$ cat src/rtl/pic_bus_control.sv
// rtl/pic_bus_control.sv - 8259-style CPU bus front end: write capture, ICW/OCW command decode, read tracking.
module pic_bus_control (
  input  logic       clk,
  input  logic       reset,
  input  logic       chip_select_n,
  input  logic       read_enable_n,
  input  logic       write_enable_n,
  input  logic       address,
  input  logic [7:0] data_bus_in,
  output logic [7:0] internal_data_bus,
  output logic       write_ICW_1,
  output logic       write_ICW_2_4,
  output logic       write_OCW_1,
  output logic       write_OCW_2,
  output logic       write_OCW_3,
  output logic       read,
  output logic       read_address,
  output logic       init_done
);

  typedef enum logic [2:0] {
    WAIT_ICW1,
    ICW2,
    ICW3,
    ICW4,
    READY
  } icw_state_t;

  icw_state_t state;

  logic       wr_act;
  logic       rd_act;
  logic       wr_act_q;
  logic       wr_done;
  logic       cap_addr;
  logic [7:0] cap_data;
  logic       sngl;
  logic       ic4;
  logic       is_icw1;

  assign wr_act  = ~chip_select_n & ~write_enable_n;
  assign rd_act  = ~chip_select_n & ~read_enable_n;
  assign is_icw1 = ~cap_addr & cap_data[4];

  // wr_done marks the edge where the sampled write level fell; the command acts one edge later.
  always_ff @(posedge clk or posedge reset) begin
    if (reset) begin
      wr_act_q     <= 1'b0;
      wr_done      <= 1'b0;
      cap_addr     <= 1'b0;
      cap_data     <= 8'h00;
      read         <= 1'b0;
      read_address <= 1'b0;
    end else begin
      wr_act_q <= wr_act;
      wr_done  <= wr_act_q & ~wr_act;
      if (wr_act) begin
        cap_addr <= address;
        cap_data <= data_bus_in;
      end
      read <= rd_act & ~wr_act;
      if (rd_act & ~wr_act)
        read_address <= address;
    end
  end

  always_ff @(posedge clk or posedge reset) begin
    if (reset) begin
      state             <= WAIT_ICW1;
      sngl              <= 1'b1;
      ic4               <= 1'b0;
      internal_data_bus <= 8'h00;
      write_ICW_1       <= 1'b0;
      write_ICW_2_4     <= 1'b0;
      write_OCW_1       <= 1'b0;
      write_OCW_2       <= 1'b0;
      write_OCW_3       <= 1'b0;
      init_done         <= 1'b0;
    end else begin
      write_ICW_1   <= 1'b0;
      write_ICW_2_4 <= 1'b0;
      write_OCW_1   <= 1'b0;
      write_OCW_2   <= 1'b0;
      write_OCW_3   <= 1'b0;
      if (wr_done) begin
        // ICW1 is recognised in every state and always restarts initialisation.
        if (is_icw1) begin
          write_ICW_1       <= 1'b1;
          internal_data_bus <= cap_data;
          sngl              <= cap_data[1];
          ic4               <= cap_data[0];
          state             <= ICW2;
          init_done         <= 1'b0;
        end else begin
          case (state)
            ICW2: begin
              if (cap_addr) begin
                write_ICW_2_4     <= 1'b1;
                internal_data_bus <= cap_data;
                if (!sngl) begin
                  state <= ICW3;
                end else if (ic4) begin
                  state <= ICW4;
                end else begin
                  state     <= READY;
                  init_done <= 1'b1;
                end
              end
            end
            ICW3: begin
              if (cap_addr) begin
                write_ICW_2_4     <= 1'b1;
                internal_data_bus <= cap_data;
                if (ic4) begin
                  state <= ICW4;
                end else begin
                  state     <= READY;
                  init_done <= 1'b1;
                end
              end
            end
            ICW4: begin
              if (cap_addr) begin
                write_ICW_2_4     <= 1'b1;
                internal_data_bus <= cap_data;
                state             <= READY;
                init_done         <= 1'b1;
              end
            end
            READY: begin
              internal_data_bus <= cap_data;
              if (cap_addr)
                write_OCW_1 <= 1'b1;
              else if (cap_data[3])
                write_OCW_3 <= 1'b1;
              else
                write_OCW_2 <= 1'b1;
            end
            default: begin
            end
          endcase
        end
      end
    end
  end

endmodule

$ cat config.mk
export PLATFORM = sky130hd
export DESIGN_NAME = pic_bus_control
export DESIGN_NICKNAME = d
export VERILOG_FILES = /design/src/rtl/pic_bus_control.sv
export SDC_FILE = /design/constraint.sdc
export NUM_CORES = 1
export LEC_CHECK = 0
export ABC_CLOCK_PERIOD_IN_PS = 1800
export CAP_MARGIN = 20
export CORE_MARGIN = 3
export CORE_UTILIZATION = 47
export DETAILED_ROUTE_END_ITERATION = 12
export PLACE_DENSITY_LB_ADDON = 0.1
export SLEW_MARGIN = 25
export SYNTH_ARGS = -nofsm -noshare
export SYNTH_HDL_FRONTEND = slang
export SYNTH_SLANG_ARGS = --single-unit
$ cat constraint.sdc
create_clock -name clk -period 1.8 [get_ports clk]
set_input_delay 0.27 -clock clk [delete_from_list [all_inputs] [get_ports clk]]
set_output_delay 0.27 -clock clk [all_outputs]
set_load 0.05 [all_outputs]
==> summary.md <==
| Metric | Value |
|---|---|
| Synth warn | 0 |
| Die height | 57.2 microns |
| Final Hold Fails | 0 |
| Crit end category | primary output |
| Largest net degree at the start of global routing | 18 |
| Met3 usage | 0.0724 |
| Worst-path clk slew | 100 ps |
| Worst Tran Pin Value | 507 ps |
| Cell area after synthesis | 1230 sq um |
| PwrDens | 1480 nW/um^2 |
| Vias in the first global route | 905 |
| Post-synthesis sequential area ratio | 0.651 |
| IO Pins | 30 |
| Placer Congestion | 0.780 |
| Fin crit share | 0.970 |
| N_diodes | 0 |
| Crit-path leading delay family | buffers and inverters |
| Grt ovf | 0 |
| Layout net count | 140 |
| CP startpoint kind | flip-flop |
| Cells after Synth | 88 |
| Flop and latch count out of synthesis | 32 |
| Crit-path max cell delay | 800 ps |
| Max-cap violations | 0 |
| Post-detailed-routing wire length | 2.25 mm |
| Worst Hold Class | input pin to async pin |
| Post-DR wirelength/cell | 14.5 microns |
| Clock Tree Root | clkbuf_4 |
| Post-route core utilization | 0.711 |
| Setup TNS | 0 ps |
| Peak VDD IR | 1.17 mV |
| CTS Sinks | 32 |
| Slew headroom | 0.661 |
| Max Freq | 0.573 GHz |
| Min cycle time layout | 1750 ps |
| Crit path DAT | 1480 ps |
| Rows | 17 |
| Critical path cell sequence | clkdlybuf4s50_1 |
| Number of I/O port buffers | 29 |
| P_leak | 0.811 nW |
| WS Path Type | flip-flop to primary output |
| Drt first pass iters | 4 |
| Syn_area_per_cell | 14.0 sq um |
| CTS Buf Count | 5 |
| Met1 global-route usage | 0.192 |
| Routing usage on met2 | 0.264 |
| Starting density of the core | 0.527 |
| Buffers & Inverters on Critical Path | 1 |
| Non-filler cells, final | 155 |
| Total global-route track usage | 0.164 |
| DRC errors left | 0 |
| Slew Viols, Final | 0 |
| Synth Net Count | 102 |
| CORE AREA | 2340 sq um |
| Iter 0 DRT Violations | 21 |
| Die width | 57.2 microns |
| Initial antenna violation count | 0 |
| Layout cells sized above 1 | 0.276 |
| Setup Fix Bufs, Post-CTS | 0 |
| Most crowded layer after global routing | met2 |
| WP data required | 1530 ps |
| H-tree depth | 2 |
| DP Cell Count | 147 |
| Fin Hold WS | 256 ps |
| CTS tree | yes |
| Unique masters post-synth | 23 |
| Final setup vio count | 0 |
| Largest fanout on the critical path | 2 |
| Total Die Area | 3270 sq um |
| Top Registers | cap_data (8), internal_data_bus (8), state (3) |
| Vias | 808 |
| Antenna-violating nets left | 0 |
| RSZ-0062 raised after global routing | no |
| Area Overhead vs Synth | 34.9% |
| First-pass GRT wire length | 3.97 mm |
| Clock latency on the worst-skew pair | 330 ps |
| Max Clock Skew | 4.54 ps |
| Status | finished clean |
| CTS Buffer Depth | 2 |
| Crit-path slowest cell | clkdlybuf4s50_1 |
| Via density | 5.21 |
| DPL Wire Length | 1.66 mm |
==> cells in the final DEF, fill, tap and decap left out <==
cell and count:
o211ai_4 1, nor4b_1 1, nor2_1 3, buf_12 1, a21o_1 1, mux2_2 18, o22ai_1 1, clkbuf_4 5
clkdlybuf4s50_1 20, dlygate4sd2_1 1, nand4bb_1 1, nand2_1 8, nor2b_1 3, clkbuf_8 1, o21ai_0 4, dlymetal6s2s_1 7
nand2b_1 1, nor4_1 1, nand3b_2 1, o211ai_1 1, a21oi_1 1, inv_1 4, dfstp_2 1, nand3b_1 2
dfrtp_1 31, buf_4 3, clkinv_2 2, nor3b_1 1, and3_2 1, or2_2 1
==> timing repair <==
action | 4_1_cts | 5_1_grt
endpoints found under the setup margin | 1 | 7
hold buffers | 0 | 0
pin swaps | 0 | 0
endpoints found under the hold margin | 0 | 0
gates resized for setup | 1 | 7
==> stage by stage <==
stage,worst slack [ps],total power (W),area (sq um)
2_1_floorplan,412,0.00173,1230
3_3_place_gp,313,0.00205,1590
3_5_place_dp,270,0.00208,1590
4_1_cts,16.0,0.00250,1650
5_1_grt,6.12,0.00260,1660
6_report,53.7,0.00247,1660
==> layer usage <==
metal | vias to the layer above | share of wire
met5 | - | 0
met4 | 0 | 0.018
met3 | 5 | 0.071
met2 | 25 | 0.49
met1 | 397 | 0.42
li1 | 381 | -
==> synthesized netlist by cell type (all sizes together) <==
cell type / n / area share
a21oi: 1 / 0.0041
nand2b: 1 / 0.0051
or2: 1 / 0.0051
nand3b: 3 / 0.021
nand2: 8 / 0.024
nor4b: 1 / 0.0071
nor2b: 3 / 0.015
dfrtp: 31 / 0.63
o22ai: 1 / 0.0051
and3: 1 / 0.0061
nor3b: 1 / 0.0061
a21o: 1 / 0.0061
nor2: 3 / 0.0091
o21ai: 4 / 0.016
buf: 1 / 0.0041
nand4bb: 1 / 0.0091
dfstp: 1 / 0.021
o211ai: 2 / 0.023
mux2: 18 / 0.16
nor4: 1 / 0.0051
inv: 4 / 0.012
==> layout make-up <==
cell class	instances	area, sq um
Clock buffer	6	51.3
Clock inverter	2	10.0
Fill cell	177	677
Inverter	4	15.0
Multi-Input combinational cell	51	410
Sequential cell	32	802
Tap cell	28	35.0
Timing Repair Buffer	32	339
==> cells by family after synthesis <==
group	Yosys count	share of synthesized area
compound gates	9	0.0548
buf+inv	5	0.0162
flops	32	0.651
mux	18	0.164
simple gates	24	0.114
==> path summary, 6_finish.rpt <==
check	cells after the start	endpoint	from	slack (ps)
max	1	init_done	init_done	50
min	3	internal_data_bus[0]	reset	260
max reg2reg	3	internal_data_bus[6]	state[2]	260
min reg2reg	2	sngl	sngl	490
max in group asynchronous	3	cap_data[2]	reset	1290
min in group clk	2	read	read_enable_n	490
==> report_power, final <==
group / internal [W] / switching, W / leakage [nW]
logic: 0.000385 / 0.000602 / 0.377
registers: 0.000917 / 0.000139 / 0.396
clock network: 0.000186 / 0.000239 / 0.0380
total: 0.00149 / 0.000980 / 0.811
Power figures use the tool's default switching activity.
